## src/rtl/sa_operand_feeder_if.sv

```systemverilog
// Operand-feeder bus: host push side, controller load/return side and job status.
interface sa_operand_feeder_if #(
  parameter int N_ROWS_ARRAY = 4,
  parameter int I_WIDTH      = 8,
  parameter int F_WIDTH      = 8,
  parameter int TOTAL_WIDTH  = 16
);
  logic                           start_job_i;
  logic [TOTAL_WIDTH-1:0]         total_features_i;
  logic [TOTAL_WIDTH-1:0]         total_weights_i;
  logic                           wr_feature_i;
  logic [N_ROWS_ARRAY*I_WIDTH-1:0] wr_feature_data_i;
  logic                           wr_weight_i;
  logic [N_ROWS_ARRAY*F_WIDTH-1:0] wr_weight_data_i;
  logic                           feature_full_o;
  logic                           weight_full_o;
  logic                           rd_feature_ld_i;
  logic                           rd_weight_ld_i;
  logic [N_ROWS_ARRAY*I_WIDTH-1:0] in_feature_o;
  logic                           in_feature_valid_o;
  logic [N_ROWS_ARRAY*F_WIDTH-1:0] f_weight_o;
  logic                           f_weight_valid_o;
  logic                           end_feature_o;
  logic                           end_weight_o;
  logic                           busy_o;
  logic                           underflow_o;
  logic                           overflow_o;

  modport master (
    output start_job_i, total_features_i, total_weights_i,
    output wr_feature_i, wr_feature_data_i, wr_weight_i, wr_weight_data_i,
    output rd_feature_ld_i, rd_weight_ld_i,
    input  feature_full_o, weight_full_o,
    input  in_feature_o, in_feature_valid_o, f_weight_o, f_weight_valid_o,
    input  end_feature_o, end_weight_o, busy_o, underflow_o, overflow_o
  );

  modport slave (
    input  start_job_i, total_features_i, total_weights_i,
    input  wr_feature_i, wr_feature_data_i, wr_weight_i, wr_weight_data_i,
    input  rd_feature_ld_i, rd_weight_ld_i,
    output feature_full_o, weight_full_o,
    output in_feature_o, in_feature_valid_o, f_weight_o, f_weight_valid_o,
    output end_feature_o, end_weight_o, busy_o, underflow_o, overflow_o
  );
endinterface

```

## src/rtl/sa_operand_feeder.sv

```systemverilog
// Feature/weight operand feeder for the systolic array: two circular FIFOs with 1-cycle load
// responses and per-job end indications. Define FEEDER_ERR_FLAGS_EN to build the sticky error flags.
module sa_operand_feeder #(
  parameter int N_ROWS_ARRAY = 4,
  parameter int I_WIDTH      = 8,
  parameter int F_WIDTH      = 8,
  parameter int DEPTH        = 16,
  parameter int PTR_WIDTH    = $clog2(DEPTH),
  parameter int TOTAL_WIDTH  = 16
) (
  input logic               clk_i,
  input logic               general_rst_i,
  sa_operand_feeder_if.slave bus
);
  localparam int FV_WIDTH  = N_ROWS_ARRAY * I_WIDTH;
  localparam int WV_WIDTH  = N_ROWS_ARRAY * F_WIDTH;
  localparam int CNT_WIDTH = PTR_WIDTH + 1;
  localparam logic [CNT_WIDTH-1:0]   CNT_FULL = CNT_WIDTH'(DEPTH);
  localparam logic [CNT_WIDTH-1:0]   CNT_ONE  = CNT_WIDTH'(1);
  localparam logic [PTR_WIDTH-1:0]   PTR_ONE  = PTR_WIDTH'(1);
  localparam logic [TOTAL_WIDTH-1:0] TOT_ONE  = TOTAL_WIDTH'(1);

  typedef enum logic [1:0] {
    ST_IDLE = 2'd0,
    ST_RUN  = 2'd1,
    ST_DONE = 2'd2
  } state_t;

  state_t state_q, state_d;
  logic   busy_q;
  logic   run;

  logic [FV_WIDTH-1:0]    feat_mem [DEPTH];
  logic [PTR_WIDTH-1:0]   feat_wr_ptr, feat_rd_ptr;
  logic [CNT_WIDTH-1:0]   feat_count;
  logic [TOTAL_WIDTH-1:0] feat_delivered, feat_total, feat_delivered_next;
  logic                   feat_end, feat_full, feat_empty, feat_pop, feat_push;
  logic [FV_WIDTH-1:0]    feat_data;
  logic                   feat_valid;

  logic [WV_WIDTH-1:0]    wgt_mem [DEPTH];
  logic [PTR_WIDTH-1:0]   wgt_wr_ptr, wgt_rd_ptr;
  logic [CNT_WIDTH-1:0]   wgt_count;
  logic [TOTAL_WIDTH-1:0] wgt_delivered, wgt_total, wgt_delivered_next;
  logic                   wgt_end, wgt_full, wgt_empty, wgt_pop, wgt_push;
  logic [WV_WIDTH-1:0]    wgt_data;
  logic                   wgt_valid;

  // A start pulse takes the cycle for itself: loads issued alongside it are not served.
  always_comb begin
    run                 = (state_q == ST_RUN) && !bus.start_job_i;
    feat_full           = (feat_count == CNT_FULL);
    feat_empty          = (feat_count == '0);
    feat_pop            = run && bus.rd_feature_ld_i && !feat_empty && !feat_end;
    feat_push           = bus.wr_feature_i && (!feat_full || feat_pop);
    feat_delivered_next = feat_delivered + TOT_ONE;
    wgt_full            = (wgt_count == CNT_FULL);
    wgt_empty           = (wgt_count == '0);
    wgt_pop             = run && bus.rd_weight_ld_i && !wgt_empty && !wgt_end;
    wgt_push            = bus.wr_weight_i && (!wgt_full || wgt_pop);
    wgt_delivered_next  = wgt_delivered + TOT_ONE;
  end

  // Job phase next-state.
  always_comb begin
    state_d = state_q;
    case (state_q)
      ST_IDLE: begin
        if (bus.start_job_i) state_d = ST_RUN;
        else                 state_d = ST_IDLE;
      end
      ST_RUN: begin
        if (bus.start_job_i)          state_d = ST_RUN;
        else if (feat_end && wgt_end) state_d = ST_DONE;
        else                          state_d = ST_RUN;
      end
      ST_DONE: begin
        if (bus.start_job_i) state_d = ST_RUN;
        else                 state_d = ST_DONE;
      end
      default: state_d = ST_IDLE;
    endcase
  end

  // Job phase register and registered busy.
  always_ff @(posedge clk_i) begin
    if (!general_rst_i) begin
      state_q <= ST_IDLE;
      busy_q  <= 1'b0;
    end else begin
      state_q <= state_d;
      busy_q  <= (state_d == ST_RUN);
    end
  end

  // Vector storage; contents are don't-care after reset.
  always_ff @(posedge clk_i) begin
    if (feat_push) feat_mem[feat_wr_ptr] <= bus.wr_feature_data_i;
    if (wgt_push)  wgt_mem[wgt_wr_ptr]   <= bus.wr_weight_data_i;
  end

  // FIFO pointers and occupancy.
  always_ff @(posedge clk_i) begin
    if (!general_rst_i) begin
      feat_wr_ptr <= '0;
      feat_rd_ptr <= '0;
      feat_count  <= '0;
      wgt_wr_ptr  <= '0;
      wgt_rd_ptr  <= '0;
      wgt_count   <= '0;
    end else begin
      if (feat_push) feat_wr_ptr <= feat_wr_ptr + PTR_ONE;
      if (feat_pop)  feat_rd_ptr <= feat_rd_ptr + PTR_ONE;
      if (wgt_push)  wgt_wr_ptr  <= wgt_wr_ptr + PTR_ONE;
      if (wgt_pop)   wgt_rd_ptr  <= wgt_rd_ptr + PTR_ONE;
      case ({feat_push, feat_pop})
        2'b10:   feat_count <= feat_count + CNT_ONE;
        2'b01:   feat_count <= feat_count - CNT_ONE;
        default: feat_count <= feat_count;
      endcase
      case ({wgt_push, wgt_pop})
        2'b10:   wgt_count <= wgt_count + CNT_ONE;
        2'b01:   wgt_count <= wgt_count - CNT_ONE;
        default: wgt_count <= wgt_count;
      endcase
    end
  end

  // Job counters; the end flag rises together with the valid of the last vector.
  always_ff @(posedge clk_i) begin
    if (!general_rst_i) begin
      feat_delivered <= '0;
      feat_total     <= '0;
      feat_end       <= 1'b0;
      wgt_delivered  <= '0;
      wgt_total      <= '0;
      wgt_end        <= 1'b0;
    end else if (bus.start_job_i) begin
      feat_delivered <= '0;
      feat_total     <= bus.total_features_i;
      feat_end       <= (bus.total_features_i == '0);
      wgt_delivered  <= '0;
      wgt_total      <= bus.total_weights_i;
      wgt_end        <= (bus.total_weights_i == '0);
    end else begin
      if (feat_pop) begin
        feat_delivered <= feat_delivered_next;
        feat_end       <= (feat_delivered_next == feat_total);
      end
      if (wgt_pop) begin
        wgt_delivered <= wgt_delivered_next;
        wgt_end       <= (wgt_delivered_next == wgt_total);
      end
    end
  end

  // Output registers: valid pulses for one cycle, data holds between pulses.
  always_ff @(posedge clk_i) begin
    if (!general_rst_i) begin
      feat_valid <= 1'b0;
      feat_data  <= '0;
      wgt_valid  <= 1'b0;
      wgt_data   <= '0;
    end else begin
      feat_valid <= feat_pop;
      wgt_valid  <= wgt_pop;
      if (feat_pop) feat_data <= feat_mem[feat_rd_ptr];
      if (wgt_pop)  wgt_data  <= wgt_mem[wgt_rd_ptr];
    end
  end

`ifdef FEEDER_ERR_FLAGS_EN
  logic underflow_q, overflow_q, underflow_ev, overflow_ev;

  always_comb begin
    underflow_ev = run && ((bus.rd_feature_ld_i && feat_empty && !feat_end) ||
                           (bus.rd_weight_ld_i  && wgt_empty  && !wgt_end));
    overflow_ev  = (bus.wr_feature_i && feat_full && !feat_pop) ||
                   (bus.wr_weight_i  && wgt_full  && !wgt_pop);
  end

  // Sticky error flags; a start pulse clears history but still records its own cycle.
  always_ff @(posedge clk_i) begin
    if (!general_rst_i) begin
      underflow_q <= 1'b0;
      overflow_q  <= 1'b0;
    end else if (bus.start_job_i) begin
      underflow_q <= underflow_ev;
      overflow_q  <= overflow_ev;
    end else begin
      underflow_q <= underflow_q | underflow_ev;
      overflow_q  <= overflow_q | overflow_ev;
    end
  end

  assign bus.underflow_o = underflow_q;
  assign bus.overflow_o  = overflow_q;
`else
  assign bus.underflow_o = 1'b0;
  assign bus.overflow_o  = 1'b0;
`endif

  assign bus.feature_full_o     = feat_full;
  assign bus.weight_full_o      = wgt_full;
  assign bus.in_feature_o       = feat_data;
  assign bus.in_feature_valid_o = feat_valid;
  assign bus.f_weight_o         = wgt_data;
  assign bus.f_weight_valid_o   = wgt_valid;
  assign bus.end_feature_o      = feat_end;
  assign bus.end_weight_o       = wgt_end;
  assign bus.busy_o             = busy_q;
endmodule

```

## src/flat_wrapper.sv

```systemverilog
// flat-port wrapper written by rule: the top's interface ports become plain ports
module sa_operand_feeder_flat 
#(
  parameter int N_ROWS_ARRAY = 4,
  parameter int I_WIDTH      = 8,
  parameter int F_WIDTH      = 8,
  parameter int DEPTH        = 16,
  parameter int PTR_WIDTH    = $clog2(DEPTH),
  parameter int TOTAL_WIDTH  = 16
)
  (clk_i, general_rst_i, bus_start_job_i, bus_total_features_i, bus_total_weights_i, bus_wr_feature_i, bus_wr_feature_data_i, bus_wr_weight_i, bus_wr_weight_data_i, bus_rd_feature_ld_i, bus_rd_weight_ld_i, bus_feature_full_o, bus_weight_full_o, bus_in_feature_o, bus_in_feature_valid_o, bus_f_weight_o, bus_f_weight_valid_o, bus_end_feature_o, bus_end_weight_o, bus_busy_o, bus_underflow_o, bus_overflow_o);
  sa_operand_feeder_if #(.N_ROWS_ARRAY(N_ROWS_ARRAY), .I_WIDTH(I_WIDTH), .F_WIDTH(F_WIDTH), .TOTAL_WIDTH(TOTAL_WIDTH)) bus_i ();
  input logic clk_i;
  input logic general_rst_i;
  input wire logic [$bits(bus_i.start_job_i)-1:0] bus_start_job_i;
  input wire logic [$bits(bus_i.total_features_i)-1:0] bus_total_features_i;
  input wire logic [$bits(bus_i.total_weights_i)-1:0] bus_total_weights_i;
  input wire logic [$bits(bus_i.wr_feature_i)-1:0] bus_wr_feature_i;
  input wire logic [$bits(bus_i.wr_feature_data_i)-1:0] bus_wr_feature_data_i;
  input wire logic [$bits(bus_i.wr_weight_i)-1:0] bus_wr_weight_i;
  input wire logic [$bits(bus_i.wr_weight_data_i)-1:0] bus_wr_weight_data_i;
  input wire logic [$bits(bus_i.rd_feature_ld_i)-1:0] bus_rd_feature_ld_i;
  input wire logic [$bits(bus_i.rd_weight_ld_i)-1:0] bus_rd_weight_ld_i;
  output wire logic [$bits(bus_i.feature_full_o)-1:0] bus_feature_full_o;
  output wire logic [$bits(bus_i.weight_full_o)-1:0] bus_weight_full_o;
  output wire logic [$bits(bus_i.in_feature_o)-1:0] bus_in_feature_o;
  output wire logic [$bits(bus_i.in_feature_valid_o)-1:0] bus_in_feature_valid_o;
  output wire logic [$bits(bus_i.f_weight_o)-1:0] bus_f_weight_o;
  output wire logic [$bits(bus_i.f_weight_valid_o)-1:0] bus_f_weight_valid_o;
  output wire logic [$bits(bus_i.end_feature_o)-1:0] bus_end_feature_o;
  output wire logic [$bits(bus_i.end_weight_o)-1:0] bus_end_weight_o;
  output wire logic [$bits(bus_i.busy_o)-1:0] bus_busy_o;
  output wire logic [$bits(bus_i.underflow_o)-1:0] bus_underflow_o;
  output wire logic [$bits(bus_i.overflow_o)-1:0] bus_overflow_o;
  assign bus_i.start_job_i = bus_start_job_i;
  assign bus_i.total_features_i = bus_total_features_i;
  assign bus_i.total_weights_i = bus_total_weights_i;
  assign bus_i.wr_feature_i = bus_wr_feature_i;
  assign bus_i.wr_feature_data_i = bus_wr_feature_data_i;
  assign bus_i.wr_weight_i = bus_wr_weight_i;
  assign bus_i.wr_weight_data_i = bus_wr_weight_data_i;
  assign bus_i.rd_feature_ld_i = bus_rd_feature_ld_i;
  assign bus_i.rd_weight_ld_i = bus_rd_weight_ld_i;
  assign bus_feature_full_o = bus_i.feature_full_o;
  assign bus_weight_full_o = bus_i.weight_full_o;
  assign bus_in_feature_o = bus_i.in_feature_o;
  assign bus_in_feature_valid_o = bus_i.in_feature_valid_o;
  assign bus_f_weight_o = bus_i.f_weight_o;
  assign bus_f_weight_valid_o = bus_i.f_weight_valid_o;
  assign bus_end_feature_o = bus_i.end_feature_o;
  assign bus_end_weight_o = bus_i.end_weight_o;
  assign bus_busy_o = bus_i.busy_o;
  assign bus_underflow_o = bus_i.underflow_o;
  assign bus_overflow_o = bus_i.overflow_o;
  sa_operand_feeder #(.N_ROWS_ARRAY(N_ROWS_ARRAY), .I_WIDTH(I_WIDTH), .F_WIDTH(F_WIDTH), .DEPTH(DEPTH), .PTR_WIDTH(PTR_WIDTH), .TOTAL_WIDTH(TOTAL_WIDTH)) u_core (.clk_i(clk_i), .general_rst_i(general_rst_i), .bus(bus_i));
endmodule
```

## config.mk

```make
export PLATFORM = sky130hd
export DESIGN_NAME = sa_operand_feeder_flat
export DESIGN_NICKNAME = d
export VERILOG_FILES = /design/src/rtl/sa_operand_feeder_if.sv /design/src/rtl/sa_operand_feeder.sv /design/src/flat_wrapper.sv
export SDC_FILE = /design/constraint.sdc
export NUM_CORES = 1
export LEC_CHECK = 0
export CORE_ASPECT_RATIO = 0.6
export CORE_MARGIN = 4
export CORE_UTILIZATION = 55
export CTS_BUF_LIST = sky130_fd_sc_hd__clkbuf_16
export DETAILED_ROUTE_END_ITERATION = 10
export PLACE_DENSITY = 0.78
export SETUP_SLACK_MARGIN = 0.15
export SLEW_MARGIN = 20
export SYNTH_ARGS = -nofsm -noshare
export SYNTH_HDL_FRONTEND = slang
export SYNTH_SLANG_ARGS = --single-unit
```

## constraint.sdc

```tcl
create_clock -name clk_i -period 4.1 [get_ports clk_i]
set_input_delay 0.41 -clock clk_i [delete_from_list [all_inputs] [get_ports clk_i]]
set_output_delay 0.41 -clock clk_i [all_outputs]
set_load 0.005 [all_outputs]
```

After elaboration in Yosys (flattened, before gate mapping). Memories as Yosys holds them, arrays and structs flattened. A register that Yosys moved wholly into a read port is not among the register bits. Cells that the tools add are included.

Memory bits (writable): 1024. Flip-flop bits (word level): 97. Output and inout bits: 73. Logic and storage cells: 86. Memories: 2.

Add/subtract/negate cells: 10. Bitwise logic cells: 1. Multiplexer cells: 15. Reduce and logical (&&, ||, !) cells: 31. Equality and inequality tests: 11.

Memory list: u_core.feat_mem (depth 16, bits a word 32, read ports 1, clocked after Yosys merged registers in 1, wr ports 1, RTL line sa_operand_feeder.sv:33) `logic [FV_WIDTH-1:0] feat_mem [DEPTH];`; u_core.wgt_mem (depth 16, bits a word 32, read ports 1, clocked after Yosys merged registers in 1, wr ports 1, RTL line sa_operand_feeder.sv:41) `logic [WV_WIDTH-1:0] wgt_mem [DEPTH];`.

Operators by type and width (number): $add A16 B1 Y16 const B (2); $eq A16 B16 Y1 (2); $logic_not A16 Y1 (2); $pmux W5 S2 (2); $add A4 B1 Y4 const B (4); $add A5 B1 Y5 const B (2); $eq A5 B5 Y1 const B (2); $logic_and A1 B1 Y1 (10); $logic_not A5 Y1 (2); $sub A5 B1 Y5 const B (2); $logic_not A1 Y1 (9); $mux W1 (9); $eq A2 B1 Y1 const B (4); $reduce_bool A2 Y1 (4); $eq A2 B2 Y1 const B (3); $mux W2 (3); $pmux W2 S3 (1); $logic_not A2 Y1 (1); $logic_or A1 B1 Y1 (2); $reduce_or A2 Y1 (1); $not A1 Y1 (1).

Logic depth before layout (Yosys ltp).
Word-level depth: 9. Depth in mapped cells: 12.

Least setup slack after synthesis. OpenSTA, ideal clock, no wires.

Path kind: input-to-reg. From: input port bus_start_job_i. To: memory u_core.wgt_mem[3][0] in the netlist's numbering (enable). Required time: 3.639 ns. Arrival: 4.016 ns. Path slack: -0.377 ns. Path buffers: 3. Stages on the path: 8. Setup time: 0.461 ns. Path through: clkbuf_1 nor3b_2 o2111a_1 buf_2 o21a_1 buf_2 nand2_1 nor3_1.

Longest elaborated chain between the ends: 9.

Ends and longest elaborated chain: start, declared (RTL line flat_wrapper.sv:15) `input wire logic [$bits(bus_i.start_job_i)-1:0] bus_start_job_i;`; $logic_not A1 Y1 (RTL line sa_operand_feeder.sv:51) `run = (state_q == ST_RUN) && !bus.start_job_i;`; $logic_and A1 B1 Y1 (RTL line sa_operand_feeder.sv:51); $logic_and A1 B1 Y1 (3 in a row) (RTL line sa_operand_feeder.sv:59) `wgt_pop = run && bus.rd_weight_ld_i && !wgt_empty && !wgt_end;`; $logic_or A1 B1 Y1 (RTL line sa_operand_feeder.sv:60) `wgt_push = bus.wr_weight_i && (!wgt_full || wgt_pop);`; $logic_and A1 B1 Y1 (RTL line sa_operand_feeder.sv:60); $mux W1 (RTL line sa_operand_feeder.sv:99) `if (wgt_push) wgt_mem[wgt_wr_ptr] <= bus.wr_weight_data_i;`; $mux W1 (not written as such) (RTL line sa_operand_feeder.sv:99); end, declared (RTL line sa_operand_feeder.sv:41).

Every way passes these cells.

Final worst setup path.
From: register u_core.state_q[0]. To: memory u_core.wgt_mem[12][17] in the netlist's numbering (enable).

Longest elaborated chain between the ends: 9.

Ends and longest elaborated chain: start, declared (RTL line sa_operand_feeder.sv:29) `state_t state_q, state_d;`; start signal, assigned (RTL line sa_operand_feeder.sv:91) `state_q <= state_d;`; $eq A2 B1 Y1 (RTL line sa_operand_feeder.sv:51); $logic_and A1 B1 Y1 (RTL line sa_operand_feeder.sv:51); $logic_and A1 B1 Y1 (3 in a row) (RTL line sa_operand_feeder.sv:59); $logic_or A1 B1 Y1 (RTL line sa_operand_feeder.sv:60); $logic_and A1 B1 Y1 (RTL line sa_operand_feeder.sv:60); $mux W1 (RTL line sa_operand_feeder.sv:99); $mux W1 (not written as such) (RTL line sa_operand_feeder.sv:99).

Every way passes these cells.

==> metrics <==
status completed; Initial Utilization between 50% and 60%; Top Family by Delay on Critical Path simple AND/OR/NAND/NOR gates; element type at the critical path end flop; Synth Flop Type edfxtp_1; antenna violations before repair 0; Setup violations, final 0; logic gate share of total power 4.2%; Sw Pwr between 0.004 and 0.005 W; largest fanout on the critical path 18; Fin Setup TNS 0 ps; power per standard cell area between 400 and 500 mW/mm^2; Reg clk slew, reported paths 70 ps; DRT antenna net count 0; Routed Wire Length slightly above 100 mm; Post-CTS Setup Inserts 0; Final Net Count approximately 2700; startpoint types flop; # rows 81; GPL Wtd Cong about 0.83; Diodes inserted 0; first-pass GRT wire length roughly 150 mm; Tcrit/Tclk final ~80%; actual transition at the worst max-transition pin about 950 ps; Core Footprint between 0.08 and 0.09 mm^2; multi-input logic area roughly 0.012 mm^2; Syn-to-layout area delta 14.6%; fin. max-slew vios 0; DRC Markers 0; critical path type reg2reg; root buffer cell clkbuf_16; hold buffer count at CTS 0; count leader, synth edfxtp_1; Max Cap Violations 0; vias about 23000; Avg Cell Area, Syn about 20 um^2; Hold Slack between 300 and 400 ps; CTS tree built; CP arrival 3580 ps; Pint ~0.019 W; wire per inst approximately 27 um; CTS H-tree depth 3; FF/Latch Area 0.0340 mm^2; cts repair resizes 0; CTS sink count about 1200; Hold Path Class in2reg; Synth top area share approximately two thirds; flop and latch count out of synthesis 1185; fmax 0.313 GHz; slowest cell on the critical path nor3b_2; Num CTS Buffers just over 100; crit-path max cell delay roughly 640 ps; fin crit period 3190 ps; Die W 380 um; clock network fraction of total power approximately two fifths; layout cells sized above 1 between 20 and 25%; vias per inst between 6 and 7; largest area contributor in the netlist edfxtp_1; sequential fraction of the synthesis area 74.2%; Peak VDD IR between 0.3 and 0.4 mV; pin count of the biggest net entering global routing 74; Synthesis Warnings 0; Synth area leaders edfxtp_1, mux4_2, dfxtp_1; vias in the first global route 23709; RSZ-0062 raised after global routing no; crit-path cells nor3b_2 -> o2111a_2 -> o21a_1 -> nand2_1 -> nor2_4 -> buf_12; synth cell count leaders edfxtp_1, mux4_2, nand2_1; Syn Inst Count roughly 2300; buffer and inverter count on the worst path 1; grt total ovfl 0; clock latency at the later pin of the worst-skew pair slightly below 700 ps; Reg power frac 56.6%; io pins ~180; Die Footprint roughly 0.088 mm^2; async set or reset register ratio after synthesis 0%; DP Wirelength roughly 60 mm; Leakage 16.1 nW; EDFF count, synth around 1000; final hold vios 0; fill cell count between 5000 and 6000; area of the mapped netlist about 0.046 mm^2; First-pass DRT Iterations 5; Slew HR 36.4%; # port buffers ~170; Longest Clk Path Bufs 3; Initial DRC Count approximately 2700; number of library cell types mapped by synthesis slightly below 60; worst-case clock skew ~22 ps; Overall Global Routing Usage a little under a quarter; switch share between 20% and 30%; Die Span Y 231 um; WP data required 4480 ps
[state kept, by name (all words and copies together), names as in the netlist, 16 cells and up]
register                 count
u_core.wgt_total            16
u_core.feat_delivered       16
u_core.feat_total           16
u_core.bus.f_weight_o       32
u_core.wgt_delivered        16
u_core.wgt_mem             512
u_core.bus.in_feature_o     32
u_core.feat_mem            512
[metal layers]
layer  global-route usage (%)  part of all wire (%)
met5                        0                     0
met4                     5.46                   1.9
met3                     6.26                    11
met2                     33.9                    45
met1                     35.9                    43
[worst reg2reg max path: cells and delay by family, from the launching register on]
kind,cells,cell delay (ps)
flip-flops,1,410
AND/OR/NAND/NOR,3,1590
AO/OA/AOI/OAI,2,630
buffers and inverters,1,260
[logic make-up (layout without fill, tap and decap cells)]
logic type	count (synthesis)	in the layout	share of synthesized area [%]
xor gates and xnor gates	88	88	1.68
buffers and inverters	148	435	1.31
other	1	2	0.00819
and+or+nand+nor	394	394	3.84
DFF	1185	1185	74.2
adders and majority gates	20	20	0.579
muxes	361	361	16.6
AOI/OAI and AO/OA	134	134	1.75
[per-stage QoR]
step,setup WS (ps),total power [W],instance area (um^2),cells,util (%)
after detailed placement,779,0.0146,49300,3510,60.1
after CTS,892,0.0238,52400,3698,64.0
after global placement,883,0.0145,49300,3510,60.1
after global routing,699,0.0244,52500,3698,64.0
after floorplan,479,0.0141,45800,2332,-
final,908,0.0236,52500,3698,64.0
[power by group through the flow]
stage / Clock (W) / Combinational, W / Sequential (W)
floorplan: 0 / 0.000531 / 0.0136
global placement: 0 / 0.000947 / 0.0136
detailed placement: 0 / 0.000987 / 0.0136
CTS: 0.00941 / 0.000996 / 0.0134
global route: 0.00998 / 0.00107 / 0.0134
finish: 0.00924 / 0.000991 / 0.0134
[cells in the final DEF, fill, tap and decap left out, types with 4 or more instances in the layout]
| master | instances |
|---|---|
| o21ai_0 | 14 |
| clkdlybuf4s50_1 | 172 |
| clkinvlp_4 | 6 |
| bufinv_16 | 6 |
| edfxtp_1 | 1024 |
| nand3_1 | 17 |
| nand2_1 | 172 |
| nor3_1 | 6 |
| mux2i_1 | 41 |
| a21o_1 | 4 |
| clkinv_1 | 25 |
| clkbuf_16 | 105 |
| nand4_1 | 14 |
| a31oi_1 | 4 |
| nor2_4 | 24 |
| nor3_4 | 9 |
| dfxtp_1 | 153 |
| buf_12 | 15 |
| dfxtp_4 | 6 |
| xnor2_1 | 50 |
| mux4_2 | 320 |
| inv_1 | 39 |
| ha_1 | 18 |
| nand2b_1 | 7 |
| buf_4 | 41 |
| nand3b_1 | 4 |
| nor4_1 | 10 |
| a21oi_1 | 83 |
| clkinv_2 | 17 |
| or3_1 | 6 |
| xor2_1 | 38 |
| a211oi_1 | 4 |
| nor2_1 | 101 |
[worst paths after layout]
check | to | slack (ps) | start | cells after the start
worst max register to register | u_core.wgt_mem[12][17]$_DFFE_PP_ | 910 | u_core.state_q[0]$_SDFF_PN0_ | 6
worst max-delay path | u_core.wgt_mem[12][17]$_DFFE_PP_ | 910 | u_core.state_q[0]$_SDFF_PN0_ | 6
worst min-delay path | u_core.wgt_total[12]$_SDFFE_PN0P_ | 390 | bus_total_weights_i[12] | 3
worst min register to register | u_core.bus.f_weight_o[13]$_SDFFE_PN0P_ | 460 | u_core.bus.f_weight_o[13]$_SDFFE_PN0P_ | 2
[layout make-up]
| class | count | share of cell area [%] |
|---|---|---|
| Clock buffer | 105 | 5.01 |
| Clock inverter | 83 | 1.07 |
| Inverter | 18 | 0.134 |
| Multi-Input combinational cell | 999 | 22.0 |
| Sequential cell | 1185 | 64.8 |
| Tap cell | 1079 | 2.57 |
| Timing Repair Buffer | 229 | 4.45 |
No activity file was read; power rests on OpenSTA's default activity.
